<file path="config.mk">
export PLATFORM = sky130hd
export DESIGN_NAME = ifm_unary_tx
export DESIGN_NICKNAME = d
export VERILOG_FILES = /design/src/rtl/ugemm_tx_pkg.sv /design/src/rtl/ugemm_rng_src.sv /design/src/rtl/ifm_unary_tx.sv
export SDC_FILE = /design/constraint.sdc
export NUM_CORES = 1
export LEC_CHECK = 0
export ABC_AREA = 0
export ABC_CLOCK_PERIOD_IN_PS = 3000
export CAP_MARGIN = 20
export CORE_ASPECT_RATIO = 0.8
export CORE_UTILIZATION = 54
export CTS_BUF_LIST = sky130_fd_sc_hd__clkbuf_2 sky130_fd_sc_hd__clkbuf_4 sky130_fd_sc_hd__clkbuf_8
export DETAILED_ROUTE_END_ITERATION = 12
export PLACE_DENSITY_LB_ADDON = 0.15
export SLEW_MARGIN = 30
export SYNTH_ARGS = -nofsm -noshare
export SYNTH_HDL_FRONTEND = slang
export SYNTH_SLANG_ARGS = --single-unit
</file>
<file path="constraint.sdc">
create_clock -name clk -period 3 [get_ports clk]
set_clock_uncertainty 0.2 [all_clocks]
set_input_delay 0.6 -clock clk [delete_from_list [all_inputs] [get_ports clk]]
set_output_delay 0.6 -clock clk [all_outputs]
set_load 0.1 [all_outputs]
</file>
<file path="src/rtl/ugemm_tx_pkg.sv">
// ugemm_tx_pkg: shared types and helpers for the unary GEMM west-edge transmitters.
//   tx_state_t - transmitter FSM state encoding
//   DefCwidth  - default log2 of the maximum bitstream length
//   eff_len()  - maps a raw cfg_len field to the effective stream length L (1..2^cwidth)
package ugemm_tx_pkg;

    localparam int unsigned DefCwidth = 8;

    typedef enum logic [1:0] {
        StIdle,
        StClr,
        StStream,
        StDone
    } tx_state_t;

    // Zero and anything above 2^cwidth both select the full-length stream.
    function automatic int unsigned eff_len(input int unsigned cfg_len,
                                            input int unsigned cwidth);
        int unsigned max_len;
        max_len = 32'd1 << cwidth;
        if (cfg_len == 0 || cfg_len > max_len) begin
            return max_len;
        end
        return cfg_len;
    endfunction

endpackage

</file>
<file path="src/rtl/ugemm_rng_src.sv">
// ugemm_rng_src: comparison-sequence source for the rate coder.
// Holds the stream index counter k and presents rng(k).
// Optional build macro: IFM_TX_BITREV_EN -> rng is the bit-reverse of k (van der Corput
// order); otherwise rng = k.
// Ports:
//   clk   - clock
//   rst_n - synchronous active-low reset (k <= 0)
//   clr   - restart the sequence (k <= 0)
//   en    - advance k by one
//   rng   - current comparison value rng(k)
module ugemm_rng_src #(
    parameter int unsigned CWIDTH = 8
) (
    input  logic              clk,
    input  logic              rst_n,
    input  logic              clr,
    input  logic              en,
    output logic [CWIDTH-1:0] rng
);

    logic [CWIDTH-1:0] k_q;

    always_ff @(posedge clk) begin
        if (!rst_n) begin
            k_q <= '0;
        end else if (clr) begin
            k_q <= '0;
        end else if (en) begin
            k_q <= k_q + CWIDTH'(1);
        end
    end

`ifdef IFM_TX_BITREV_EN
    always_comb begin
        rng = '0;
        for (int i = 0; i < int'(CWIDTH); i++) begin
            rng[i] = k_q[int'(CWIDTH) - 1 - i];
        end
    end
`else
    assign rng = k_q;
`endif

endmodule

</file>
<file path="src/rtl/ifm_unary_tx.sv">
// ifm_unary_tx: west-edge transmitter for one row of the unary systolic GEMM array.
// Accepts an operand over valid/ready, then emits one clr_i cycle, L rate-coded bits on
// ifm_dff with en_i high, and one mac_done cycle. A new operand may be accepted in the
// mac_done cycle, so back-to-back operands have no bubble.
// Optional build macro: IFM_TX_BITREV_EN (bit-reversed comparison sequence, see ugemm_rng_src).
// Ports:
//   clk, rst_n        - clock, synchronous active-low reset
//   in_valid/in_ready - operand handshake (in_ready decoded from state only)
//   in_data           - operand; the top CWIDTH bits form the magnitude
//   cfg_len           - stream length, latched with the operand (0 or >2^CWIDTH = 2^CWIDTH)
//   ifm_dff           - rate-coded bit to the first PE
//   en_i, clr_i       - PE input-register enable / clear
//   mac_done          - end-of-MAC strobe
//   busy              - high whenever the FSM is not idle
module ifm_unary_tx
    import ugemm_tx_pkg::*;
#(
    parameter int unsigned IWIDTH = 16,
    parameter int unsigned CWIDTH = DefCwidth
) (
    input  logic              clk,
    input  logic              rst_n,
    input  logic              in_valid,
    output logic              in_ready,
    input  logic [IWIDTH-1:0] in_data,
    input  logic [CWIDTH:0]   cfg_len,
    output logic              ifm_dff,
    output logic              en_i,
    output logic              clr_i,
    output logic              mac_done,
    output logic              busy
);

    tx_state_t         state_q, state_d;
    logic [CWIDTH-1:0] mag_q, mag_d;
    logic [CWIDTH-1:0] rem_q, rem_d;     // bits left to issue after the current one
    logic              last_q, last_d;   // the bit now on ifm_dff is the final one
    logic              live_q;           // gates in_ready off during the reset cycle
    logic              ifm_q, en_q, clr_q, done_q, busy_q;
    logic              accept;
    logic              issue;            // a stream bit is registered at this edge
    logic [CWIDTH-1:0] rng;

    logic unused_data_lo;
    assign unused_data_lo = ^in_data[IWIDTH-CWIDTH-1:0];

    assign in_ready = live_q && (state_q == StIdle || state_q == StDone);
    assign accept   = in_valid && in_ready;

    always_comb begin
        state_d = state_q;
        mag_d   = mag_q;
        rem_d   = rem_q;
        last_d  = last_q;
        issue   = 1'b0;

        case (state_q)
            StIdle:   if (accept) state_d = StClr;
            StClr: begin
                issue   = 1'b1;
                state_d = StStream;
            end
            StStream: begin
                if (last_q) begin
                    state_d = StDone;
                end else begin
                    issue = 1'b1;
                end
            end
            StDone:   state_d = accept ? StClr : StIdle;
            default:  state_d = StIdle;
        endcase

        if (accept) begin
            mag_d  = in_data[IWIDTH-1 -: CWIDTH];
            rem_d  = CWIDTH'(eff_len(32'(cfg_len), CWIDTH) - 32'd1);
            last_d = 1'b0;
        end
        if (issue) begin
            last_d = (rem_q == '0);
            rem_d  = rem_q - CWIDTH'(1);
        end
    end

    // Counter is cleared at acceptance so it already reads 0 while in CLR, where the
    // first bit is registered.
    ugemm_rng_src #(
        .CWIDTH (CWIDTH)
    ) u_rng_src (
        .clk   (clk),
        .rst_n (rst_n),
        .clr   (accept),
        .en    (issue),
        .rng   (rng)
    );

    always_ff @(posedge clk) begin
        if (!rst_n) begin
            state_q <= StIdle;
            mag_q   <= '0;
            rem_q   <= '0;
            last_q  <= 1'b0;
            live_q  <= 1'b0;
            ifm_q   <= 1'b0;
            en_q    <= 1'b0;
            clr_q   <= 1'b0;
            done_q  <= 1'b0;
            busy_q  <= 1'b0;
        end else begin
            state_q <= state_d;
            mag_q   <= mag_d;
            rem_q   <= rem_d;
            last_q  <= last_d;
            live_q  <= 1'b1;
            ifm_q   <= issue && (mag_q > rng);
            en_q    <= issue;
            clr_q   <= (state_d == StClr);
            done_q  <= (state_d == StDone);
            busy_q  <= (state_d != StIdle);
        end
    end

    assign ifm_dff  = ifm_q;
    assign en_i     = en_q;
    assign clr_i    = clr_q;
    assign mac_done = done_q;
    assign busy     = busy_q;

endmodule

</file>
# Word-level counts from Yosys, hierarchy flattened
# Index checks and enable logic that the tools add are counted.
[op_classes]
div_mod_pow = 0
n_shift = 0
addsub = 3
order_cmp = 2
eq_ne = 5
muxes = 15
n_mul = 0
n_bitwise = 1
reduce_logical = 11
[ops]
columns = ["op", "count"]
rows = [
  ["2-to-1 mux 8 bit", 4],
  ["subtractor 8 x 1 -> 8 bit, second input constant", 2],
  ["> comparator 9 bit, second input constant", 1],
  ["logical NOT 9 bit", 1],
  ["adder 8 x 1 -> 8 bit, second input constant", 1],
  ["> comparator 8 bit", 1],
  ["logical NOT 8 bit", 1],
  ["case mux 2 bit (4 select lines)", 1],
  ["2-to-1 mux 1 bit", 7],
  ["== test 2 bit, second input constant", 3],
  ["== test 2 x 1 -> 1 bit, second input constant", 2],
  ["2-to-1 mux 2 bit", 2],
  ["nonzero test 2 bit", 2],
  ["logical AND 1 bit", 3],
  ["logical NOT 2 bit", 1],
  ["logical OR 1 bit", 2],
  ["case mux 1 bit (2 select lines)", 1],
  ["OR reduction 2 bit", 1],
  ["inverter 1 bit", 1],
]
[totals]
latchBits = 0
ram_bits = 0
memories = 0
input_bits = 28
register_bits = 33
elab_cells = 48
output_inout_bits = 6
mem_bits_ro = 0

# Depth between registers and ports, before layout
[logic_depth]
depth_word = 10
ltp_mapped = 13
depth_no_buf = 11

# By module
# A second synthesis with hierarchy kept.
[unflattened]
hier_cells = 224
area_unflattened_um2 = 1829.3
[by_module_without_submodules]
columns = ["mod", "instances", "seq_area_each_um2", "cells_each", "area_per_inst_um2"]
rows = [
  ["ifm_unary_tx", 1, 500.5, 186, 1490.2],
  ["ugemm_rng_src", 1, 160.2, 38, 339.1],
]

# Least setup slack after synthesis
# OpenSTA, ideal clock, no wires.
[synth_path]
kind = "register to output"
from = "register state_q[0]"
to = "output port in_ready"
t_required_ps = 2200
n_path_buf = 0
arrival_time_ps = 2140
path_stages_with_launch = 4
path_slack_ps = 60
path_cell_list = "dfxtp_1 -> inv_1 -> ha_1 -> nor2b_1"
[synth_between]
elab_chain_cells = 3
elab_cells_between_ends = 4
classes_between = "eq/ne: 1; reduce/logical: 3"
[synth_rtl]
columns = ["item", "line_no", "rtl"]
rows = [
  ["start: declaration", "ifm_unary_tx.sv:34", "tx_state_t state_q, state_d;"],
  ["start signal: assignment", "ifm_unary_tx.sv:99", "state_q <= StIdle;"],
  ["start signal: assignment", "ifm_unary_tx.sv:110", "state_q <= state_d;"],
  ["== test 2 bit / logical NOT 2 bit (equally long branches)", "ifm_unary_tx.sv:47", "assign in_ready = live_q && (state_q == StIdle || state_q == StDone);"],
  ["logical OR 1 bit *", "ifm_unary_tx.sv:47", ""],
  ["logical AND 1 bit *", "ifm_unary_tx.sv:47", ""],
  ["end: declaration", "ifm_unary_tx.sv:24", "output logic in_ready,"],
]
# Mark *: on every way between the ends. The rest lies on a longest branch, timed or not.

# Final worst setup path
[layout_path]
from = "register state_q[0]"
to = "register rem_q[2]"
[layout_between]
elab_chain_cells = 5
elab_cells_between_ends = 10
classes_between = "eq/ne: 3; mux: 2; reduce/logical: 5"
[layout_rtl]
columns = ["item", "line_no", "rtl"]
rows = [
  ["== test 2 bit / logical NOT 2 bit (equally long branches)", "ifm_unary_tx.sv:47", ""],
  ["logical OR 1 bit", "ifm_unary_tx.sv:47", ""],
  ["logical AND 1 bit", "ifm_unary_tx.sv:47", ""],
  ["logical AND 1 bit", "ifm_unary_tx.sv:48", "assign accept = in_valid && in_ready;"],
  ["nonzero test 2 bit (no source line)", "--", ""],
  ["end signal: assignment", "ifm_unary_tx.sv:112", "rem_q <= rem_d;"],
  ["end: declaration", "ifm_unary_tx.sv:36", "logic [CWIDTH-1:0] rem_q, rem_d;"],
]
# Several ways; a longest one is shown, not always the timed one.
# A chain may end at the register's enable or synchronous reset.

==> impl_metrics.py <==
metrics = {
    "finish": {
        "n_antenna_cell": 0,
        "final_cell_mix": "33 x nand2_1, 33 x dfxtp_1, 22 x a21oi_1",
        "nNetsFinal": 297,
        "final_cells": 296,
        "final_layout_size_suffix_gt1_share_pct": 9.77,
        "final_core_util_pct": 69.5,
        "syn_to_final_growth_pct": 20.6,
        "nFillCells": 265,
    },
    "critical_path": {
        "r2r_start": "state_q[0]$_SDFF_PN0_",
        "critPathKind": "flip-flop to flip-flop",
        "reg2reg_slack_ps": 330,
        "r2r-end": "rem_q[2]$_SDFFE_PN0P_",
        "crit_fanout": 12,
        "cp-endpoint": "rem_q[2]$_SDFFE_PN0P_",
        "cp-end-kind": "flip-flop",
        "cp.required_ps": 2960,
        "critPathLaunch": "state_q[0]$_SDFF_PN0_",
        "startpoint_type": "flip-flop",
        "worstRegToRegCells": 9,
        "critPathArrivalTime_ps": 2630,
    },
    "synth": {
        "yosysUniqueCellTypes": 40,
        "synthXorXnorAreaFrac_pct": 5.79,
        "synth_edf_count": 0,
        "synth_top_family_by_area": "simple AND/OR/NAND/NOR gates",
        "synthCells": 227,
        "synthArstFlopShare_pct": 0,
        "ys_ff_latch": 33,
        "synth.net_count": 269,
        "synth_area_per_cell_um2": 8.00,
        "synthMuxAreaShare_pct": 0.551,
        "synth_flop_cell": "dfxtp_1",
        "synth-seq-area-share_pct": 36.4,
        "synth_top_area_share_pct": 36.4,
        "post_synth_instance_area_mm2": 0.00182,
        "synth.area.top_cells": "dfxtp_1 36%, ha_1 9.6%, nand2_1 6.8%",
        "synth_simple_gate_area_share_pct": 25.3,
        "synthAdderAreaFrac_pct": 9.64,
        "synth-compound-area-share_pct": 17.9,
        "yosysWarnings": 0,
        "synth_top_area_cell": "dfxtp_1",
    },
    "min_path": {
        "hp-class": "flip-flop to flip-flop",
    },
    "floorplan": {
        "die_w_um": 66.9,
        "core_area_mm2": 0.00315,
        "rows": 18,
        "fp.dieH_um": 53.9,
        "initial_core_util_pct": 57.6,
        "ios": 34,
        "die_area_mm2": 0.00360,
    },
    "timing": {
        "slew_headroom_pct": 54.7,
        "tns_ps": 0,
        "worstMarginPinSlew_ps": 673,
        "fin_crit_ps": 2670,
        "slew_viol_final": 0,
        "hold_viol_final": 0,
        "rsz0062_at_grt": "no",
        "period_share_pct": 88.9,
        "clock.fmax_mhz": 375,
        "setup-violations-final": 0,
    },
    "grt": {
        "grt_first_pass_wirelength_mm": 6.49,
        "grt_usage_pct": 25.1,
        "grt-ovfl-total": 0,
        "antenna_found_initial": 0,
        "grt_max_degree": 17,
        "grt_pass1_vias": 1405,
    },
    "cts": {
        "htreeDepth": 2,
        "cts_inserted_buffers": 5,
        "cts_root_buf": "clkbuf_8",
        "clk_pin_slew_worst_paths_ps": 70,
        "ctsResizeCount": 0,
        "cts_tree": "yes",
        "post-cts-setup-buffers": 0,
        "clk_path_buf_depth": 2,
        "insertion_delay_ps": 290,
        "cts_hold_buf": 0,
        "clock_sinks": 33,
    },
    "pwr": {
        "ir_worst_vdd_uv": 341,
        "power.leakage_nw": 0.852,
        "power.density_mw_per_mm2": 601,
    },
    "place": {
        "dp_hpwl_mm": 2.95,
        "dp.cells": 288,
        "io_buffer_count": 25,
        "gp_congestion": 0.799,
    },
    "routing": {
        "avgViaCountPerCell": 5.54,
        "wire_per_inst_um": 13.5,
        "initialDrtViolationCount": 109,
        "num_vias": 1640,
        "dr.pass1.iters": 4,
        "drc": 0,
        "drt-total-wl_mm": 4.01,
        "ant_nets": 0,
    },
    "run_status": {
        "status": "finished clean",
    },
    "flow_run": {
        "drv_cap": 0,
    },
}
-- state kept, by name (all words and copies together), names as in the netlist --
register and flops:
last_q 1, mag_q 8, en_i 1, u_rng_src.rng 8
busy 1, state_q 2, mac_done 1, ifm_dff 1
live_q 1, rem_q 8, clr_i 1
-- routing by layer --
metal | GRT usage (%) | wire [µm] | up-vias
met5 | 0 | 0 | -
met4 | 10.6 | 64 | 0
met3 | 6.99 | 168 | 7
met2 | 34.7 | 1580 | 35
met1 | 36.0 | 2190 | 745
li1 | - | - | 853
-- kinds of logic after synthesis --
kind of cell | Yosys count
multiplexers | 1
flip-flops | 33
buffers and inverters | 21
AO/OA/AOI/OAI | 53
XOR/XNOR | 12
adder cells (fa/ha/maj) | 14
AND/OR/NAND/NOR | 93
-- cells in the mapped netlist (2+ instances only) --
| library cell | number |
|---|---|
| dfxtp_1 | 33 |
| nand2_1 | 33 |
| a21oi_1 | 22 |
| nor2_1 | 19 |
| ha_1 | 14 |
| inv_1 | 12 |
| xnor2_1 | 11 |
| nor2b_1 | 10 |
| o21ai_0 | 9 |
| clkbuf_1 | 7 |
| nand4_1 | 6 |
| a31oi_1 | 5 |
| nand3_1 | 5 |
| nor3_1 | 5 |
| o21a_1 | 4 |
| nor4_1 | 3 |
| o31ai_1 | 3 |
| a211oi_1 | 2 |
| and2_1 | 2 |
| or4_4 | 2 |
-- through the flow --
step	setup WS [ps]	hold WS (ps)	power (mW)	instance area, µm²
after detailed placement	277	246	0.991	2100
after global placement	307	243	0.982	2100
final	333	256	1.32	2190
after global routing	83.6	271	1.39	2190
after CTS	360	255	1.32	2190
after floorplan	60.4	236	0.869	1820
-- critical path: stages, from the launching register on --
cell       delay, ps
dfxtp_1          350
inv_1            100
ha_1             160
nor2b_1          220
o21a_1           370
nor3b_1           90
a21oi_1          130
ha_1             420
a211oi_1         140
a2111oi_0        350
-- worst min path at each step --
stage / from / to / slack [ps] / cells after the start
final: mag_q[0]$_SDFFE_PN0P_ / mag_q[0]$_SDFFE_PN0P_ / 260 / 2
after global placement: mag_q[0]$_SDFFE_PN0P_ / mag_q[0]$_SDFFE_PN0P_ / 240 / 2
after detailed placement: mag_q[0]$_SDFFE_PN0P_ / mag_q[0]$_SDFFE_PN0P_ / 250 / 2
after global routing: mag_q[0]$_SDFFE_PN0P_ / mag_q[0]$_SDFFE_PN0P_ / 270 / 2
after floorplan: mag_q[0]$_SDFFE_PN0P_ / mag_q[0]$_SDFFE_PN0P_ / 240 / 2
after CTS: mag_q[0]$_SDFFE_PN0P_ / mag_q[0]$_SDFFE_PN0P_ / 260 / 2
-- final cells by class --
| class | count | area (µm²) | share of cell area, % |
|---|---|---|---|
| inverters | 12 | 45.0 | 2.06 |
| flip-flops and latches | 33 | 661 | 30.2 |
| repair buffers | 30 | 273 | 12.5 |
| clock inverters | 3 | 17.5 | 0.800 |
| well taps | 40 | 50.0 | 2.28 |
| multi-input cells | 173 | 1080 | 49.1 |
| clock buffers | 5 | 68.8 | 3.14 |
-- power breakdown --
part / internal (mW) / leakage [nW] / switching (mW) / total, mW
combinational: 0.178 / 0.539 / 0.283 / 0.460
sequential: 0.486 / 0.269 / 0.0432 / 0.529
clock: 0.160 / 0.0439 / 0.167 / 0.327
total: 0.823 / 0.852 / 0.493 / 1.32
Note: power is estimated with default switching activity, not from simulation.
